File: src/rtl/etc_pkg.sv
// Shared types and constants for the etc job scheduler: job modes, etc opcodes,
// datapath latency and per-beat tracking record.
package etc_pkg;

    typedef enum logic [1:0] {
        MODE_W       = 2'd0,
        MODE_2W_A    = 2'd1,
        MODE_2W_B    = 2'd2,
        MODE_ILLEGAL = 2'd3
    } mode_e;

    localparam logic [3:0] ETC_OP_W    = 4'd0;
    localparam logic [3:0] ETC_OP_IDLE = 4'd1;
    localparam logic [3:0] ETC_OP_2W_A = 4'd2;
    localparam logic [3:0] ETC_OP_2W_B = 4'd3;

    localparam int unsigned ETC_LATENCY = 2;

    // Per-beat record carried alongside etc's pipeline.
    typedef struct packed {
        logic  valid;
        logic  beat;
        logic  last;
        mode_e mode;
    } beat_info_t;

    function automatic logic [1:0] beats_of(input mode_e m);
        case (m)
            MODE_W, MODE_2W_A: beats_of = 2'd1;
            MODE_2W_B:         beats_of = 2'd2;
            default:           beats_of = 2'd0;
        endcase
    endfunction

    function automatic logic [3:0] op_of(input mode_e m);
        case (m)
            MODE_W:    op_of = ETC_OP_W;
            MODE_2W_A: op_of = ETC_OP_2W_A;
            MODE_2W_B: op_of = ETC_OP_2W_B;
            default:   op_of = ETC_OP_IDLE;
        endcase
    endfunction

endpackage

File: src/rtl/etc_sync_fifo.sv
// Single-clock FIFO with registered occupancy count; full/empty derive from the
// count so they never depend on same-cycle push/pop.
module etc_sync_fifo #(
    parameter int unsigned WIDTH = 8,
    parameter int unsigned DEPTH = 4
) (
    input  logic             clk,
    input  logic             rst_n,
    input  logic             push,
    input  logic [WIDTH-1:0] wdata,
    input  logic             pop,
    output logic [WIDTH-1:0] rdata,
    output logic             full,
    output logic             empty
);

    localparam int unsigned AW = $clog2(DEPTH);

    logic [WIDTH-1:0] mem [DEPTH];
    logic [AW-1:0]    wr_ptr;
    logic [AW-1:0]    rd_ptr;
    logic [AW:0]      count;
    logic             do_push;
    logic             do_pop;

    assign full    = (count == (AW+1)'(DEPTH));
    assign empty   = (count == '0);
    assign do_push = push && !full;
    assign do_pop  = pop && !empty;
    assign rdata   = mem[rd_ptr];

    always_ff @(posedge clk or negedge rst_n) begin
        if (!rst_n) begin
            wr_ptr <= '0;
            rd_ptr <= '0;
            count  <= '0;
        end else begin
            if (do_push) wr_ptr <= wr_ptr + 1'b1;
            if (do_pop)  rd_ptr <= rd_ptr + 1'b1;
            count <= count + (AW+1)'(do_push) - (AW+1)'(do_pop);
        end
    end

    always_ff @(posedge clk) begin
        if (do_push) mem[wr_ptr] <= wdata;
    end

endmodule

File: src/rtl/etc_sched.sv
// Job scheduler / front-end for the etc tensor-core datapath.
// Optional perf counters are built when ETC_SCHED_PERF_EN is defined.
module etc_sched
    import etc_pkg::*;
#(
    parameter int unsigned W         = 12,
    parameter int unsigned JOB_DEPTH = 4,
    parameter int unsigned RES_DEPTH = 4,
    parameter int unsigned TAG_W     = 4
) (
    input  logic               clk,
    input  logic               rst_n,
    input  logic               job_valid,
    output logic               job_ready,
    input  logic [1:0]         job_mode,
    input  logic [TAG_W-1:0]   job_tag,
    input  logic [16*W-1:0]    job_a,
    input  logic [16*W-1:0]    job_b,
    output logic [3:0]         etc_op,
    output logic [16*W-1:0]    etc_in_a,
    output logic [16*W-1:0]    etc_in_b,
    input  logic [16*2*W-1:0]  etc_out,
    output logic               res_valid,
    input  logic               res_ready,
    output logic [16*2*W-1:0]  res_data,
    output logic [TAG_W-1:0]   res_tag,
    output logic               res_beat,
    output logic               res_last,
    output logic               illegal_mode
`ifdef ETC_SCHED_PERF_EN
    ,
    output logic [31:0]        perf_busy_cyc,
    output logic [31:0]        perf_jobs,
    output logic [31:0]        perf_stall_cyc
`endif
);

    localparam int unsigned DW = 16*W;
    localparam int unsigned RW = 16*2*W;
    localparam int unsigned CW = $clog2(RES_DEPTH+1);

    typedef struct packed {
        mode_e            mode;
        logic [TAG_W-1:0] tag;
        logic [DW-1:0]    a;
        logic [DW-1:0]    b;
    } job_t;

    typedef struct packed {
        logic [RW-1:0]    data;
        logic [TAG_W-1:0] tag;
        logic             beat;
        logic             last;
    } res_t;

    typedef enum logic [1:0] {QUIET, RUN, OP3_HI} state_e;

    job_t   job_in;
    job_t   job_head;
    logic   job_full;
    logic   job_empty;
    logic   job_pop;

    res_t   res_in;
    res_t   res_head;
    logic   res_full;
    logic   res_empty;
    logic   res_push;
    logic   res_pop;

    state_e           state;
    logic             quiet_cnt;
    logic [CW-1:0]    credits;
    logic [CW-1:0]    credits_nxt;
    logic [1:0]       head_beats;
    logic             can_issue;
    beat_info_t       cur_info;
    logic [TAG_W-1:0] cur_tag;
    beat_info_t       pipe_info [ETC_LATENCY];
    logic [TAG_W-1:0] pipe_tag  [ETC_LATENCY];

    assign job_in = '{mode: mode_e'(job_mode), tag: job_tag, a: job_a, b: job_b};
    assign job_ready = !job_full;

    etc_sync_fifo #(
        .WIDTH ($bits(job_t)),
        .DEPTH (JOB_DEPTH)
    ) u_job_fifo (
        .clk   (clk),
        .rst_n (rst_n),
        .push  (job_valid && job_ready),
        .wdata (job_in),
        .pop   (job_pop),
        .rdata (job_head),
        .full  (job_full),
        .empty (job_empty)
    );

    // Illegal jobs have zero beats, so they always pass the credit check.
    assign head_beats  = beats_of(job_head.mode);
    assign can_issue   = (state == RUN) && !job_empty && (credits >= CW'(head_beats));
    assign job_pop     = can_issue;
    assign res_pop     = res_valid && res_ready;
    assign res_push    = pipe_info[ETC_LATENCY-1].valid;
    assign credits_nxt = credits - (can_issue ? CW'(head_beats) : '0) + CW'(res_pop);

    always_ff @(posedge clk or negedge rst_n) begin
        if (!rst_n) begin
            state        <= QUIET;
            quiet_cnt    <= 1'b0;
            etc_op       <= ETC_OP_IDLE;
            etc_in_a     <= '0;
            etc_in_b     <= '0;
            illegal_mode <= 1'b0;
            credits      <= CW'(RES_DEPTH);
            cur_info     <= '0;
            cur_tag      <= '0;
            for (int unsigned i = 0; i < ETC_LATENCY; i++) begin
                pipe_info[i] <= '0;
                pipe_tag[i]  <= '0;
            end
        end else begin
            illegal_mode <= 1'b0;
            credits      <= credits_nxt;
            pipe_info[0] <= cur_info;
            pipe_tag[0]  <= cur_tag;
            for (int unsigned i = 1; i < ETC_LATENCY; i++) begin
                pipe_info[i] <= pipe_info[i-1];
                pipe_tag[i]  <= pipe_tag[i-1];
            end

            case (state)
                QUIET: begin
                    etc_op         <= ETC_OP_IDLE;
                    cur_info.valid <= 1'b0;
                    quiet_cnt      <= 1'b1;
                    if (quiet_cnt) begin
                        quiet_cnt <= 1'b0;
                        state     <= RUN;
                    end
                end
                RUN: begin
                    if (can_issue && job_head.mode == MODE_ILLEGAL) begin
                        illegal_mode <= 1'b1;
                        etc_op       <= ETC_OP_IDLE;
                        cur_info     <= '0;
                    end else if (can_issue) begin
                        etc_op   <= op_of(job_head.mode);
                        etc_in_a <= job_head.a;
                        etc_in_b <= job_head.b;
                        cur_tag  <= job_head.tag;
                        cur_info <= '{valid: 1'b1, beat: 1'b0,
                                      last: (job_head.mode != MODE_2W_B),
                                      mode: job_head.mode};
                        if (job_head.mode == MODE_2W_B) state <= OP3_HI;
                    end else begin
                        etc_op         <= ETC_OP_IDLE;
                        cur_info.valid <= 1'b0;
                    end
                end
                OP3_HI: begin
                    // etc_op and operands hold; only the beat record advances.
                    cur_info <= '{valid: 1'b1, beat: 1'b1, last: 1'b1, mode: MODE_2W_B};
                    state    <= RUN;
                end
                default: state <= QUIET;
            endcase
        end
    end

    always_comb begin
        res_in      = '0;
        res_in.data = etc_out;
        if (pipe_info[ETC_LATENCY-1].mode == MODE_2W_A) res_in.data[RW-1:RW/2] = '0;
        res_in.tag  = pipe_tag[ETC_LATENCY-1];
        res_in.beat = pipe_info[ETC_LATENCY-1].beat;
        res_in.last = pipe_info[ETC_LATENCY-1].last;
    end

    etc_sync_fifo #(
        .WIDTH ($bits(res_t)),
        .DEPTH (RES_DEPTH)
    ) u_res_fifo (
        .clk   (clk),
        .rst_n (rst_n),
        .push  (res_push),
        .wdata (res_in),
        .pop   (res_pop),
        .rdata (res_head),
        .full  (res_full),
        .empty (res_empty)
    );

    assign res_valid = !res_empty;
    assign res_data  = res_head.data;
    assign res_tag   = res_head.tag;
    assign res_beat  = res_head.beat;
    assign res_last  = res_head.last;

    // Credits guarantee space; a push into a full result FIFO means the accounting broke.
    always_ff @(posedge clk) begin
        if (rst_n && res_push) assert (!res_full) else $error("etc_sched: result FIFO overflow");
    end

`ifdef ETC_SCHED_PERF_EN
    always_ff @(posedge clk or negedge rst_n) begin
        if (!rst_n) begin
            perf_busy_cyc  <= '0;
            perf_jobs      <= '0;
            perf_stall_cyc <= '0;
        end else begin
            if (etc_op != ETC_OP_IDLE && !(&perf_busy_cyc))
                perf_busy_cyc <= perf_busy_cyc + 32'd1;
            if (can_issue && job_head.mode != MODE_ILLEGAL && !(&perf_jobs))
                perf_jobs <= perf_jobs + 32'd1;
            if (state == RUN && !job_empty && !can_issue && !(&perf_stall_cyc))
                perf_stall_cyc <= perf_stall_cyc + 32'd1;
        end
    end
`else
    // No performance counters in this build.
`endif

endmodule

File: config.mk
export PLATFORM = sky130hd
export DESIGN_NAME = etc_sched
export DESIGN_NICKNAME = d
export VERILOG_FILES = /design/src/rtl/etc_pkg.sv /design/src/rtl/etc_sync_fifo.sv /design/src/rtl/etc_sched.sv
export SDC_FILE = /design/constraint.sdc
export NUM_CORES = 2
export LEC_CHECK = 0
export ABC_AREA = 1
export CAP_MARGIN = 20
export CORE_AREA = 2 2 614 616
export DETAILED_ROUTE_END_ITERATION = 10
export DIE_AREA = 0 0 616 618
export DONT_BUFFER_PORTS = 1
export MAX_ROUTING_LAYER = met4
export SYNTH_ARGS = -nofsm -noshare
export SYNTH_HDL_FRONTEND = slang
export SYNTH_HIERARCHICAL = 1
export SYNTH_SLANG_ARGS = --single-unit
File: constraint.sdc
create_clock -name clk -period 21.4 [get_ports clk]
set_clock_uncertainty 0.15 [all_clocks]
set_input_delay 5.35 -clock clk [delete_from_list [all_inputs] [get_ports clk]]
set_output_delay 5.35 -clock clk [all_outputs]
set_load 0.01 [all_outputs]
==> results.ini <==
[drt]
wirelength_um = 386800
ant_nets = 0
first_iter_violations = 6824
dr.pass1.iters = 9
via_count = 83600
via_per_inst = 4.815
wire_per_inst_um = 22.28
drcViolationCount = 0

[setup_path]
start_kind = flop
cp_common_cell = buf_4
reg2regPathDepth = 20
cpPeakStageDelay_ns = 0.84
crit_chain = inv_8 -> buf_12 -> buf_4 -> buf_4 -> buf_4 -> nor2_1 -> o21ai_1 -> nand2_1
path_max_fanout = 198
endpoint_kind = primary output
crit_arrival_ns = 5.62
critPathKind = flop to primary output
critPathSlowestCell = buf_4
required_ns = 15.90

[clocking]
numCtsBuffers = 372
postCtsHoldBufs = 0
root_buffer = clkbuf_16
cts_sinks = 3554
clock_latency_ns = 0.94
ctsResizeCount = 0
post_cts_buffers = 0
clock_tree.buffer_depth = 4
cts_tree = done
h-tree-depth = 5
path_clk_slew_ns = 0.06

[outcome]
violations = slew limit
status = complete, but fails checks

[placed_design]
hpwl_um = 244100
io_buffer_count = 0
place_congestion = 0.8641
dp_cells = 16630
dpl-instance-area_mm2 = 0.1442

[pwr]
power.leakage_nw = 61.51
irDropWorstVdd_mv = 0.1635
p_per_area_mw_per_mm2 = 146.2
p_total_mw = 22.89

[sta]
slew_violations = 95
fin_tns_setup_ns = 0
slew_headroom_pct = -7.233
max_freq_ghz = 0.08996
final.min_clock_period_ns = 11.12
whs_ns = 0.2002
rsz0062_at_grt = false
final-hold-violation-count = 0
tightestPinTransition_ns = 1.608
post-route-period-util_pct = 51.95
finalSetupViolations = 0

[die]
initial_core_util_pct = 37.59
core_mm2 = 0.3741
io_pins = 1559
die_w_um = 616
rows = 225
dieArea_mm2 = 0.3807
die_h_um = 618

[job]
maxCapViolCount = 0

[global_route]
grt_max_degree = 435
grt_pass1_vias = 78610
grt_pass1_wl_um = 551700
grt_remaining_overflow = 0
antenna_found_initial = 37
grtUsageTotal_pct = 20.18

[finish]
drive_gt1_share_pct = 5.521
stdcell_area_mm2 = 0.1566
instances_no_fill = 17360
num-fill-cells = 34530
finalNetCount = 12820
syn_to_final_growth_pct = 11.37

[yosys]
syn_area_mm2 = 0.1406
ys_warn_count = 6
syn_area_per_cell_um2 = 11.56
syn_inst = 12160

[hold_path]
hold_depth = 0
min_path_type = flop to flop

[stage by stage]
stage,worst slack (ns),util [%]
floorplan,-1.730,-
global placement,11.16,38.54
detailed placement,11.16,38.54
CTS,10.15,41.81
global route,9.830,41.86
finish,10.28,41.86
[cell type report]
type / instances / area, um2 / share of cell area, %
inverter: 1028 / 3896 / 2.488
clock inverter: 201 / 2004 / 1.280
timing repair buffer: 103 / 1096 / 0.6998
multi-input combinational: 6955 / 28480 / 18.18
clock buffer: 494 / 10250 / 6.545
tap: 4994 / 6248 / 3.990
antenna: 33 / 82.58 / 0.05273
sequential: 3554 / 104600 / 66.76
[layout by cell type, fill, tap and decap left out, drive strengths merged]
cell type / n
nand2: 3565
edfxtp: 3120
nor2: 1767
o21ai: 1564
inv: 1043
clkbuf: 494
dfrtp: 432
clkinv: 152
buf: 103
diode: 33
ha: 26
bufinv: 22
nand3: 16
clkinvlp: 12
a21oi: 3
nand3b: 3
fa: 3
nand4: 2
conb: 2
dfstp: 2
xnor2: 1
xor2: 1
or2: 1
o211ai: 1
[where the power goes]
group          switching [mW]  internal (mW)
combinational            5.12           1.57
clock                    2.74           3.66
sequential              0.829           8.97
total                    8.69           14.2
[state kept, by name, summed over array words and instances (netlist names), 4 cells and up]
signal,flops
u_job_fifo/mem,1560
u_res_fifo/mem,1560
etc_in_a,192
etc_in_b,192
pipe_info,9
pipe_tag,8
cur_info,5
cur_tag,4
[critical path, delay by kind of cell (launching register included)]
| kind | cells | cell delay (ns) |
|---|---|---|
| simple gates | 2 | 0.29 |
| buf+inv | 5 | 3.45 |
| compound gates | 1 | 0.13 |
| flops | 1 | 0.44 |
[worst paths after layout]
path                       slack (ns)       endpoint            startpoint
max                             10.28  res_data[194]  u_res_fifo/rd_ptr[1]
min in group asynchronous        4.04   etc_in_a[98]                 rst_n
max reg2reg                     15.36  etc_in_b[167]  u_job_fifo/rd_ptr[0]
min                              0.20   pipe_info[1]          pipe_info[6]
max in group asynchronous       15.81  etc_in_b[160]                 rst_n
min reg2reg                      0.20   pipe_info[1]          pipe_info[6]
[per-layer routing]
metal | GRT usage, % | share of wire, % | up-vias
met4 | 9.945 | 5.6 | 0
li1 | - | - | 39840
met2 | 33.42 | 49 | 2547
met1 | 21.44 | 36 | 40500
met5 | - | 0 | -
met3 | 7.093 | 9.1 | 710
Note: power is estimated with default switching activity, not from simulation.
